`src/rtl/timer_device.sv`:
```
// timer_device: memory-mapped countdown timer with maskable interrupt.
// Registers: 0x0 CTRL {IM, Mode[1:0], Enable}, 0x4 PRESET, 0x8 COUNT (RO), 0xC reads 0.
// Build option: define TIMER_AUTORELOAD_EN to enable mode 1 (periodic auto-reload);
// without it the Mode field is hardwired to 0 and every expiry is one-shot.
module timer_device #(
    parameter logic [31:0] RESET_PRESET = 32'h0
) (
    input  logic        clk,
    input  logic        reset,
    input  logic [31:2] Addr,
    input  logic        WE,
    input  logic [31:0] Din,
    output logic [31:0] Dout,
    output logic        IRQ
);

    typedef enum logic [1:0] {
        IDLE = 2'd0,
        LOAD = 2'd1,
        CNT  = 2'd2,
        INT  = 2'd3
    } state_t;

    state_t      state;
    logic        en;
    logic        im;
    logic [1:0]  mode;
    logic [31:0] preset;
    logic [31:0] count;
    logic        irq_flag;
    logic        reload;
    logic        ctrl_wr;
    logic        preset_wr;

    // Only Addr[3:2] is decoded; the bridge has already qualified the upper bits.
    logic        unused_addr;
    assign unused_addr = ^Addr[31:4];

`ifndef TIMER_AUTORELOAD_EN
    // Mode field does not exist in this build: always one-shot.
    assign mode = '0;
`endif

    assign ctrl_wr   = WE && (Addr[3:2] == 2'd0);
    assign preset_wr = WE && (Addr[3:2] == 2'd1);

    // Mode 1 is the only periodic mode; 2 and 3 fall back to one-shot.
    assign reload = (mode == 2'd1);

    assign IRQ = im & irq_flag;

    // Register file and countdown FSM; a CTRL write overrides the FSM on the same edge.
    always_ff @(posedge clk) begin
        if (reset) begin
            state    <= IDLE;
            en       <= 1'b0;
            im       <= 1'b0;
`ifdef TIMER_AUTORELOAD_EN
            mode     <= '0;
`endif
            preset   <= RESET_PRESET;
            count    <= '0;
            irq_flag <= 1'b0;
        end else begin
            if (preset_wr) begin
                preset <= Din;
            end
            if (ctrl_wr) begin
                en       <= Din[0];
                im       <= Din[3];
`ifdef TIMER_AUTORELOAD_EN
                mode     <= Din[2:1];
`endif
                state    <= IDLE;
                irq_flag <= 1'b0;
            end else begin
                case (state)
                    IDLE: begin
                        if (en) begin
                            state <= LOAD;
                        end
                    end
                    LOAD: begin
                        count <= preset;
                        state <= CNT;
                    end
                    CNT: begin
                        if (!en) begin
                            state <= IDLE;
                        end else if (count == '0) begin
                            state    <= INT;
                            irq_flag <= 1'b1;
                        end else begin
                            count <= count - 32'd1;
                        end
                    end
                    INT: begin
                        if (reload) begin
                            irq_flag <= 1'b0;
                            state    <= LOAD;
                        end else begin
                            en    <= 1'b0;
                            state <= IDLE;
                        end
                    end
                    default: state <= IDLE;
                endcase
            end
        end
    end

    // Combinational read mux.
    always_comb begin
        Dout = '0;
        case (Addr[3:2])
            2'd0:    Dout = {28'd0, im, mode, en};
            2'd1:    Dout = preset;
            2'd2:    Dout = count;
            default: Dout = '0;
        endcase
    end

endmodule

```
`config.mk`:
```
export PLATFORM = sky130hd
export DESIGN_NAME = timer_device
export DESIGN_NICKNAME = d
export VERILOG_FILES = /design/src/rtl/timer_device.sv
export SDC_FILE = /design/constraint.sdc
export NUM_CORES = 1
export LEC_CHECK = 0
export CORE_MARGIN = 2
export CORE_UTILIZATION = 30
export DETAILED_ROUTE_END_ITERATION = 6
export DONT_BUFFER_PORTS = 1
export PLACE_DENSITY = 0.41
export SLEW_MARGIN = 20
export SYNTH_ARGS = -nofsm -noshare
export SYNTH_HDL_FRONTEND = slang
export SYNTH_SLANG_ARGS = --single-unit
```
`constraint.sdc`:
```
create_clock -name clk -period 7.5 [get_ports clk]
set_clock_uncertainty 0.1 [all_clocks]
set_input_delay 1.125 -clock clk [delete_from_list [all_inputs] [get_ports clk]]
set_output_delay 1.125 -clock clk [all_outputs]
set_load 0.05 [all_outputs]
```
==> results_dict.tcl, run 1 <==
set metrics [dict create \
    outcome "completed" \
    final_nets 567 \
    design.die.area_sq_um 14500 \
    ctsResizeCount 0 \
    port_buffers 0 \
    p_sw_frac 0.323 \
    grt_max_degree 67 \
    seq_area_sq_um 1380 \
    die_x_um 121 \
    drc 0 \
    vdd_drop_max_v 0.0000838 \
    synth_most_common_cell "nand2_1" \
    worstSetupPathDepth 4 \
    netlist_instances 529 \
    p_per_area_nw_per_um2 228 \
    synth_cell_types 58 \
    coreArea_sq_um 13200 \
    cpMaxStageDelayCell "o21ai_1" \
    p_seq_frac 0.387 \
    dpl_worst_slack_ns 4.03 \
    whs_ns 0.369 \
    yosysSeqAreaShare 0.339 \
    viasPerCell 5.90 \
    ys_warn_count 0 \
    path_clk_slew_ns 0.05 \
    worstHoldPathType "reg2reg" \
    ys.flop_type "dfxtp_1" \
    postCtsSetupBuffers 0 \
    power_frac_clock 0.397 \
    synth_largest_area_cell "dfxtp_1" \
    ys_ff_latch 69 \
    finalInstanceArea_sq_um 4420 \
    cp_top_family "compound AO/OA/AOI/OAI gates" \
    drive_gt1_frac 0.0717 \
    power.internal_uw 683 \
    cts_tree "done" \
    cts.htree.levels 3 \
    worstHoldPathCells 2 \
    synth_top_area_share 0.339 \
    synth-edff-count 0 \
    fin_ws_ns 4.06 \
    antenna_found_initial 0 \
    clock_latency_ns 0.34 \
    endpoint_kind "primary output" \
    cts_sinks 69 \
    relSlewSlack 0.240 \
    ys_top_cells_by_count "nand2_1 (87), dfxtp_1 (69), a21oi_1 (57)" \
    min_period_over_period 0.459 \
    synth_area_sq_um 4080 \
    path_cells "nor2b_2 -> buf_4 -> nand2_1 -> o21ai_1" \
    worstPathArrival_ns 2.22 \
    required_ns 6.27 \
    grt.total_usage 0.190 \
    worstSetupStartpointType "primary input" \
    grt-ovfl-total 0 \
    ios 98 \
    place_congestion 0.809 \
    period_needed_ns 3.44 \
    cts_hold_buf 0 \
    row_count 42 \
    wl_per_cell_um 19.9 \
    syn_avg_cell_area_sq_um 7.71 \
    first_pass_iters 4 \
    pwr-share-comb 0.216 \
    drt_first_iter_violations 363 \
    rsz0062_at_grt "no" \
    setup_viol 0 \
    reg2reg_depth 5 \
    syn_nets 599 \
    cp_max_fo 32 \
    path_buf_inv 1 \
    start_util 0.308 \
    dp_hpwl_mm 8.76 \
    yosys-top-cells-area "dfxtp_1 (34%), nand2_1 (8.0%), a21oi_1 (7.0%), a22o_1 (6.4%), clkbuf_1 (3.8%)" \
    cp_slowest_stage_delay_ns 0.52 \
    post_dp_cell_area_sq_um 4150 \
    nFillCells 1456 \
    critPathKind "in2out" \
    max-clock-path-buffers 2 \
    ant_nets 0 \
    fmax_ghz 0.290 \
    async_flop_share 0 \
    antenna_cells 0 \
    root_buffer "clkbuf_16" \
    slew_violations 0 \
    cts_made_buffers 9 \
    power_switching_uw 325 \
    vias 4002 \
    cellLeakagePower_nw 1.51 \
    areaGrowthSynthToFinish_pct 8.47 \
    grt_pass1_wl_mm 21.5 \
    multi_input_area_sq_um 2450 \
    finalHoldViolations 0 \
    total_power_mw 1.01 \
    setup_tns_ns 0 \
    grt_pass1_vias 3881 \
    drv_cap 0 \
    routed_wl_mm 13.5 \
    tightest_slew_ns 1.13 \
    die_h_um 121 \
]
[power by group through the flow]
stage / combinational, mW / sequential, mW / clock (mW)
floorplan: 0.164 / 0.393 / 0
global placement: 0.217 / 0.397 / 0
detailed placement: 0.217 / 0.397 / 0
CTS: 0.218 / 0.390 / 0.410
global route: 0.239 / 0.391 / 0.423
finish: 0.218 / 0.390 / 0.400
[sequential cells by signal, summed over array words and instances (netlist names)]
| name | cells |
|---|---|
| count | 32 |
| preset | 32 |
| state | 2 |
| en | 1 |
| im | 1 |
| irq_flag | 1 |
[logic make-up after synthesis]
kind of cell	share of synthesized area
DFF	0.339
buffers and inverters	0.0611
adders and majority gates	0.0153
AOI/OAI and AO/OA	0.306
and+or+nand+nor	0.266
muxes	0.0126
[cell usage in the layout, fill, tap and decap left out, types with 4 or more instances in the layout]
| master | count |
|---|---|
| a211oi_1 | 4 |
| a21oi_1 | 57 |
| a22o_1 | 30 |
| a22oi_1 | 4 |
| a2bb2oi_1 | 5 |
| a31oi_1 | 8 |
| and3_1 | 6 |
| buf_4 | 8 |
| clkbuf_1 | 4 |
| clkbuf_16 | 9 |
| dfxtp_1 | 69 |
| ha_1 | 5 |
| inv_1 | 9 |
| mux2i_1 | 4 |
| nand2_1 | 86 |
| nand3_1 | 14 |
| nand4_1 | 8 |
| nor2_1 | 29 |
| nor2b_1 | 7 |
| nor3_1 | 16 |
| nor3b_1 | 4 |
| nor4_1 | 9 |
| o211ai_1 | 5 |
| o21ai_0 | 5 |
| o311ai_0 | 12 |
| o31ai_1 | 17 |
| o32ai_1 | 6 |
| or3_1 | 5 |
| or4_1 | 8 |
[final timing paths]
path / slack [ns] / start / to
worst max-delay path: 4.06 / Addr[3] / Dout[3]
worst min register to register: 0.37 / preset[22]$_SDFFE_PP0P_ / preset[22]$_SDFFE_PP0P_
worst min-delay path: 0.37 / preset[22]$_SDFFE_PP0P_ / preset[22]$_SDFFE_PP0P_
worst max register to register: 4.21 / count[8]$_SDFFE_PP0P_ / count[15]$_SDFFE_PP0P_
[layer usage]
layer  global-route usage  vias to the layer above  wire length (um)
met3               0.0349                       22               822
li1                     -                     1920                 -
met1                0.252                     1932              6210
met5                    0                        -                 0
met4               0.0901                        0               362
met2                0.299                      128              6100
[final cells by class]
type                    count  share of cell area
clock inverters             1             0.00113
inverters                   9             0.00764
well taps                 176              0.0498
repair buffers              8              0.0136
flip-flops and latches     69               0.312
clock buffers              15              0.0605
multi-input cells         400               0.555
[per-stage QoR]
| step | util | cells |
|---|---|---|
| 2_1_floorplan | - | 529 |
| 3_3_place_gp | 0.313 | 662 |
| 3_5_place_dp | 0.313 | 662 |
| 4_1_cts | 0.334 | 678 |
| 5_1_grt | 0.334 | 678 |
| 6_report | 0.334 | 678 |
[worst min-delay path, cell delays in order, from the launching register on]
cell and delay (ns):
dfxtp_1 0.32, nand2_1 0.05, a21oi_1 0.05
No activity file was read; power rests on OpenSTA's default activity.
==> run 2: changes to the inputs <==
==> constraint.sdc (replaced) <==
create_clock -name clk -period 3.5 [get_ports clk]
set_clock_uncertainty 0.1 [all_clocks]
set_input_delay 0.525 -clock clk [delete_from_list [all_inputs] [get_ports clk]]
set_output_delay 0.525 -clock clk [all_outputs]
set_load 0.05 [all_outputs]
==> run 2 against run 1 <==
  * Cell area grew 4.1%
  * Largest power group unchanged
  * Via count grew 0.15%
  * Routed wire length grew 0.47%
  * Highest routed layer unchanged
  * Power grew to 2.5 times the previous value
  * Worst setup slack lost 3.4 ns
==> results_dict.tcl, run 2 (synthesis results as in run 1) <==
set metrics [dict create \
    setup_tns_ns 0 \
    p_per_area_nw_per_um2 551 \
    final_nets 575 \
    place_congestion 0.811 \
    period_needed_ns 2.84 \
    viasPerCell 5.84 \
    nFillCells 1451 \
    grt.total_usage 0.190 \
    setup_viol 0 \
    vdd_drop_max_v 0.000206 \
    antenna_cells 0 \
    drc 0 \
    grt_pass1_vias 3851 \
    worstPathArrival_ns 2.98 \
    wl_per_cell_um 19.8 \
    endpoint_kind "register" \
    ios 98 \
    coreArea_sq_um 13200 \
    critPathKind "reg2reg" \
    reg2reg_depth 5 \
    reg2reg_from "count[8]$_SDFFE_PP0P_" \
    areaGrowthSynthToFinish_pct 12.9 \
    cellLeakagePower_nw 1.60 \
    r2r_setup_slack_ns 0.66 \
    worstHoldPathCells 1 \
    drv_cap 0 \
    required_ns 3.64 \
    grt_max_degree 67 \
    port_buffers 0 \
    path_clk_slew_ns 0.06 \
    cts_tree "done" \
    post_dp_cell_area_sq_um 4210 \
    cts_made_buffers 9 \
    cts_hold_buf 0 \
    rr_endpoint "count[0]$_SDFFE_PP0P_" \
    cp-startpoint "count[8]$_SDFFE_PP0P_" \
    start_util 0.308 \
    grt_pass1_wl_mm 21.5 \
    dpl_worst_slack_ns 0.682 \
    finalHoldViolations 0 \
    routed_wl_mm 13.6 \
    clock_latency_ns 0.34 \
    final_common_cell "nand2_1" \
    drive_gt1_frac 0.0922 \
    min_period_over_period 0.812 \
    outcome "completed" \
    cts.htree.levels 3 \
    rsz0062_at_grt "no" \
    antenna_found_initial 0 \
    row_count 42 \
    slew_violations 0 \
    reg_top3 "count: 32 flops, preset: 32 flops, state: 2 flops" \
    relSlewSlack 0.361 \
    crit_end "count[0]$_SDFFE_PP0P_" \
    root_buffer "clkbuf_16" \
    die_h_um 121 \
    vias 4008 \
    whs_ns 0.155 \
    dp_hpwl_mm 8.98 \
    fin_ws_ns 0.656 \
    tightest_slew_ns 0.952 \
    cp_max_fo 9 \
    ctsResizeCount 0 \
    grt-ovfl-total 0 \
    max-clock-path-buffers 2 \
    drt_first_iter_violations 316 \
    first_pass_iters 4 \
    worstSetupStartpointType "register" \
    fmax_ghz 0.352 \
    postCtsSetupBuffers 0 \
    worstHoldPathType "in2reg" \
    die_x_um 121 \
    design.die.area_sq_um 14500 \
    finalInstanceArea_sq_um 4600 \
    cts_sinks 69 \
    mostFrequentLayoutCells "nand2_1 (87), dfxtp_1 (69), a21oi_1 (57)" \
    ant_nets 0 \
]
run 2: stage by stage:
stage	std cells	utilization	total power [mW]
floorplan	529	-	1.19
global placement	670	0.318	1.33
detailed placement	670	0.318	1.33
CTS	686	0.348	2.56
global route	686	0.348	2.64
finish	686	0.348	2.54
run 2: worst min path at each step:
| stage | from | endpoint | slack [ns] |
|---|---|---|---|
| 6_report | reset | preset[0]$_SDFFE_PP0P_ | 0.16 |
| 5_1_grt | reset | preset[0]$_SDFFE_PP0P_ | 0.14 |
| 4_1_cts | reset | preset[0]$_SDFFE_PP0P_ | 0.14 |
| 3_5_place_dp | preset[20]$_SDFFE_PP0P_ | preset[20]$_SDFFE_PP0P_ | 0.36 |
| 3_3_place_gp | preset[22]$_SDFFE_PP0P_ | preset[22]$_SDFFE_PP0P_ | 0.35 |
| 2_1_floorplan | irq_flag$_SDFFE_PP0P_ | irq_flag$_SDFFE_PP0P_ | 0.33 |
run 2: area by class of cell:
cell class / instances / area, sq um / area share
timing repair buffer: 16 / 120 / 0.0261
sequential: 69 / 1380 / 0.300
inverter: 9 / 33.8 / 0.00734
multi-input combinational: 400 / 2450 / 0.533
clock inverter: 6 / 158 / 0.0342
clock buffer: 10 / 239 / 0.0519
tap: 176 / 220 / 0.0478
run 2: layer usage:
| metal | track usage | vias to the layer above | routed length (um) |
|---|---|---|---|
| li1 | - | 1944 | - |
| met5 | 0 | - | 0 |
| met3 | 0.0387 | 15 | 708 |
| met1 | 0.263 | 1943 | 6420 |
| met4 | 0.0778 | 0 | 228 |
| met2 | 0.288 | 106 | 6200 |
run 2: report_power, final:
part	internal, mW	switching, mW
combinational	0.143	0.334
sequential	0.809	0.0256
clock	0.860	0.365
total	1.81	0.724
run 2: critical path: stages, from the launching register on:
cell and delay [ns]:
dfxtp_1 0.37, or4_1 0.72, or4_4 0.60, nor3_4 0.51, nor4_1 0.11, a2111oi_2 0.34
==> run 3: changes to the inputs <==
==> constraint.sdc (replaced) <==
create_clock -name clk -period 2.9 [get_ports clk]
set_clock_uncertainty 0.1 [all_clocks]
set_input_delay 0.435 -clock clk [delete_from_list [all_inputs] [get_ports clk]]
set_output_delay 0.435 -clock clk [all_outputs]
set_load 0.05 [all_outputs]
==> run 3 against run 2 <==
  * Via count about the same
  * Sequential share of layout area is 0.31 points higher
  * Clock power decreased by 16%
  * Global-route usage increased by 0.54 points
  * Critical endpoint is now count[30]$_SDFFE_PP0P_
  * Largest power group unchanged
==> results_dict.tcl, run 3 (synthesis results as in run 1) <==
set metrics [dict create \
    outcome "completed" \
    period_needed_ns 2.73 \
    ctsResizeCount 0 \
    mostFrequentLayoutCells "nand2_1 (87), dfxtp_1 (69), a21oi_1 (57)" \
    cpMaxStageDelayCell "or4_1" \
    worstSetupStartpointType "register" \
    place_congestion 0.803 \
    power.internal_mw 1.80 \
    required_ns 3.05 \
    worstPathArrival_ns 2.88 \
    dp_hpwl_mm 9.21 \
    drc 0 \
    setup_viol 0 \
    routed_wl_mm 13.7 \
    first_pass_iters 4 \
    relSlewSlack 0.489 \
    final_util 0.344 \
    coreArea_sq_um 13200 \
    slew_violations 0 \
    endpoint_kind "register" \
    rsz0062_at_grt "no" \
    path_cells "or4_1 -> or4_4 -> nor4_4 -> buf_4 -> o311ai_0 -> o31ai_1" \
    pwr-share-comb 0.234 \
    critPathKind "reg2reg" \
    drv_cap 0 \
    grt-ovfl-total 0 \
    grt_pass1_vias 3997 \
    start_util 0.308 \
    power_frac_clock 0.385 \
    setup_tns_ns 0 \
    vdd_drop_max_v 0.000222 \
    min_period_over_period 0.941 \
    reg_top3 "count: 32 flops, preset: 32 flops, state: 2 flops" \
    ios 98 \
    path_clk_slew_ns 0.05 \
    cts_tree "done" \
    p_seq_frac 0.382 \
    final_common_cell "nand2_1" \
    fmax_ghz 0.366 \
    areaGrowthSynthToFinish_pct 11.8 \
    final_nets 586 \
    vias 4009 \
    clock_latency_ns 0.34 \
    viasPerCell 5.77 \
    p_per_area_nw_per_um2 580 \
    design.die.area_sq_um 14500 \
    row_count 42 \
    cellLeakagePower_nw 1.60 \
    grt_pass1_wl_mm 22.1 \
    grt_max_degree 67 \
    grt.total_usage 0.196 \
    cts.htree.levels 3 \
    die_h_um 121 \
    antenna_found_initial 0 \
    p_sw_frac 0.319 \
    ant_nets 0 \
    postCtsSetupBuffers 0 \
    antenna_cells 0 \
    worstHoldPathType "in2reg" \
    die_x_um 121 \
    drt_first_iter_violations 233 \
    cp_slowest_stage_delay_ns 0.72 \
    fin_ws_ns 0.170 \
    max-clock-path-buffers 2 \
    port_buffers 0 \
    cts_hold_buf 0 \
    finalHoldViolations 0 \
    r2r_setup_slack_ns 0.17 \
    wl_per_cell_um 19.7 \
    dpl_worst_slack_ns 0.192 \
    cts_made_buffers 9 \
    cts_sinks 69 \
    power_switching_uw 842 \
    tightest_slew_ns 0.766 \
    cp_max_fo 15 \
    root_buffer "clkbuf_16" \
    drive_gt1_frac 0.106 \
]
[run 3: cell count changes in the layout (fill, tap and decap cells not counted), sizes merged]
cell / delta
clkinv: +2
buf: +11
clkbuf: +2
clkinvlp: -1
bufinv: -5
[run 3: stage by stage]
stage / hold WS [ns] / power [mW] / cells / cell area [sq um]
6_report: 0.0626 / 2.64 / 695 / 4560
5_1_grt: 0.0483 / 2.79 / 695 / 4560
4_1_cts: 0.0483 / 2.69 / 695 / 4560
3_5_place_dp: 0.360 / 1.65 / 681 / 4290
3_3_place_gp: 0.354 / 1.65 / 681 / 4290
2_1_floorplan: 0.332 / 1.44 / 529 / 4080
[run 3: cell type report]
cell class | instances | area, sq um
clock buffers | 12 | 256
clock inverters | 2 | 10.0
fillers | 1454 | 8690
inverters | 9 | 33.8
multi-input cells | 400 | 2450
flip-flops and latches | 69 | 1380
well taps | 176 | 220
repair buffers | 27 | 203
[run 3: path summary, 6_finish.rpt]
check	depth (start not counted)	startpoint	to
worst max-delay path	6	count[8]$_SDFFE_PP0P_	count[30]$_SDFFE_PP0P_
worst max register to register	6	count[8]$_SDFFE_PP0P_	count[30]$_SDFFE_PP0P_
worst min register to register	2	preset[22]$_SDFFE_PP0P_	preset[22]$_SDFFE_PP0P_
worst min-delay path	1	reset	en$_SDFFE_PP0P_
[run 3: per-layer routing]
layer,share of wire,vias up,global-route usage
met5,0,-,0
li1,-,1963,-
met3,0.054,13,0.0547
met1,0.47,1946,0.259
met4,0.014,0,0.0589
met2,0.46,87,0.310
[run 3: power groups by stage]
| stage | sequential [mW] | combinational [mW] | clock, mW |
|---|---|---|---|
| after floorplan | 1.02 | 0.425 | 0 |
| after global placement | 1.03 | 0.618 | 0 |
| after detailed placement | 1.03 | 0.620 | 0 |
| after CTS | 1.01 | 0.622 | 1.06 |
| after global routing | 1.01 | 0.675 | 1.10 |
| final | 1.01 | 0.617 | 1.02 |
[run 3: critical path: cells and delay by family, from the launching register on]
kind            cells  cell delay (ns)
compound gates      2             0.28
buf+inv             1             0.29
flops               1             0.37
simple gates        3             1.59
==> variant: new RTL, flow settings as in run 2 <==
Encoding of `state_t`: now one-hot (4 bits for 4 states).
--- a/src/rtl/timer_device.sv
+++ b/src/rtl/timer_device.sv
@@ -14,11 +14,11 @@
     output logic        IRQ
 );
 
-    typedef enum logic [1:0] {
-        IDLE = 2'd0,
-        LOAD = 2'd1,
-        CNT  = 2'd2,
-        INT  = 2'd3
+    typedef enum logic [3:0] {
+        IDLE = 4'b0001,
+        LOAD = 4'b0010,
+        CNT  = 4'b0100,
+        INT  = 4'b1000
     } state_t;
 
     state_t      state;
Behaviour: no difference found for any inputs over 4 cycles, from zero or initial values and one cycle with reset high; so few cycles prove little.
==> variant against run 2 <==
Sequential share of layout area increased by 1.9 points. Cell area down 3.4%. Critical path depth grew 3. Sequential cell count is 2 higher. Area after synthesis decreased by 2.4%. Setup slack lost 0.051 ns. Critical path type unchanged. Routed wire length is 0.47% lower.
Power is not compared: it rests on default switching activity, and its combinational part moved more than twofold at a synthesized area within 25%.
==> variant: results (changes against run 2) <==
* Outcome: completed
* Fraction of registers with async set/reset at 0% (unchanged)
* Max VDD drop at 0.203 mV
* Worst r2r path cells at 8 (+3)
* Initial antenna violation count at 0 (unchanged)
* First-pass GRT wire length at 21.5 mm (-0.13%)
* R2r endpoint: count[29]$_SDFFE_PP0P_
* Reg2Reg Launch Point: count[0]$_SDFFE_PP0P_
* Post-Syn Nets at 589 (-1.7%)
* H-tree depth at 3 (unchanged)
* Final-stage net count at 565 (-1.7%)
* Worst Hold Launch: reset
* Total leakage power at 1.42 nW
* Vias in the first global route at 3845 (-0.16%)
* Clock buffer depth at 2 (unchanged)
* Cts repair resizes at 0 (unchanged)
* CP arrival at 3.05 ns (+0.07 ns)
* Insertion delay to the later sink of the worst-skew pair at 0.35 ns
* Total Wirelength at 13.5 mm (-0.47%)
* Synth Warn # at 0 (unchanged)
* Hold Path Depth at 1 (unchanged)
* Worst slack, placed at 0.627 ns (-0.0541 ns)
* DR pass1 iterations at 4 (unchanged)
* Register-to-register setup slack at 0.61 ns (-0.05 ns)
* Clock transition at path regs at 0.06 ns (about the same)
* CP Max Fanout at 21 (+12)
* Top flop regs: count (32), preset (32), state (4)
* Hpwl dp at 8.69 mm (-3.3%)
* Port-buffer cells at 0 (unchanged)
* Layout cells sized above 1 at 8.53% (-0.68 points)
* Most frequent cells after synthesis: nand2_1 (94), dfxtp_1 (71), a21oi_1 (56)
* Largest cells by area after synthesis: dfxtp_1 (36%), nand2_1 (8.9%), a21oi_1 (7.0%)
* Diode count at 0 (unchanged)
* Initial DRC count at 286 (-9.5%)
* # setup viols final at 0 (unchanged)
* Cells after Synth at 523 (-1.1%)
* RD Place Congestion at 0.756 (-6.7%)
* GRT Overall Usage at 19.3% (+0.27 points)
* Cell variety after synth at 48 (-17%)
* Seq/Total Area, Yosys at 35.7% (+1.8 points)
* Fmax at 345 MHz (-1.8%)
* Number of fill cells at 1422 (-2.0%)
* Average via count per standard cell at 5.86 (+0.25%)
* DP Cell Count at 664 (-0.90%)
* Measured slew at the worst slew-check pin at 0.965 ns (+0.0129 ns)
* Largest net degree at the start of global routing at 73 (+9.0%)
* Top FF cell, synth: dfxtp_1
* Final cell count without fillers at 680 (-0.87%)
* WHS Endpoint: count[11]$_SDFFE_PP0P_
[variant: changes by cell type after synthesis, moves of 5 or more]
cell	change
a2bb2oi_1	-5
a31oi_1	+9
and2_1	+7
nand2_1	+7
nor2b_1	-6
nor3_1	+9
o311ai_0	-5
o32ai_1	+6
or3_1	-5
[variant: power breakdown]
part | internal [W] | switching [W] | total [W]
Sequential | 0.000822 | 0.0000124 | 0.000834
Combinational | 0.0000230 | 0.0000596 | 0.0000826
Clock | 0.000611 | 0.000359 | 0.000970
Total | 0.00146 | 0.000431 | 0.00189
[variant: through the flow]
step	hold WS (ns)	area, um^2
finish	0.144	4450
floorplan	0.332	3980
global route	0.136	4450
global placement	0.354	4140
CTS	0.137	4450
detailed placement	0.356	4140
[variant: worst max-delay path by stage]
stage	start	to	cells after the start
5_1_grt	count[0]$_SDFFE_PP0P_	count[29]$_SDFFE_PP0P_	8
4_1_cts	count[0]$_SDFFE_PP0P_	count[29]$_SDFFE_PP0P_	8
6_report	count[0]$_SDFFE_PP0P_	count[29]$_SDFFE_PP0P_	8
3_3_place_gp	count[0]$_SDFFE_PP0P_	count[29]$_SDFFE_PP0P_	8
3_5_place_dp	count[0]$_SDFFE_PP0P_	count[29]$_SDFFE_PP0P_	8
2_1_floorplan	count[0]$_SDFFE_PP0P_	count[23]$_SDFFE_PP0P_	10
[variant: logic make-up (layout without fill, tap and decap cells)]
kind of cell / Yosys count / count (layout) / share of synthesized area (%)
and+or+nand+nor: 217 / 217 / 26.6
AOI/OAI and AO/OA: 173 / 173 / 30.6
DFF: 71 / 71 / 35.7
buffers and inverters: 57 / 38 / 5.85
muxes: 3 / 3 / 0.755
adders and majority gates: 1 / 1 / 0.314
xor gates and xnor gates: 1 / 1 / 0.220
[variant: critical path: stages (launching register included)]
cell,delay [ns]
dfxtp_1,0.35
inv_1,0.09
ha_1,0.20
or4b_2,0.71
nor3_1,0.28
and4_1,0.42
buf_4,0.34
o311ai_0,0.18
o31ai_1,0.13
[variant: area by class of cell]
| cell class | instances | area share [%] |
|---|---|---|
| multi-input cells | 395 | 52.5 |
| well taps | 176 | 4.95 |
| inverters | 5 | 0.422 |
| clock buffers | 14 | 6.16 |
| repair buffers | 17 | 3.15 |
| flip-flops and latches | 71 | 31.9 |
| clock inverters | 2 | 0.844 |
[variant: routing by layer]
metal  part of all wire [%]  track usage (%)  up-vias
met3                    5.6             4.02       16
li1                       -                -     1929
met1                     46             25.4     1916
met5                      0                0        -
met4                    1.8             8.33        0
met2                     46             30.5      122
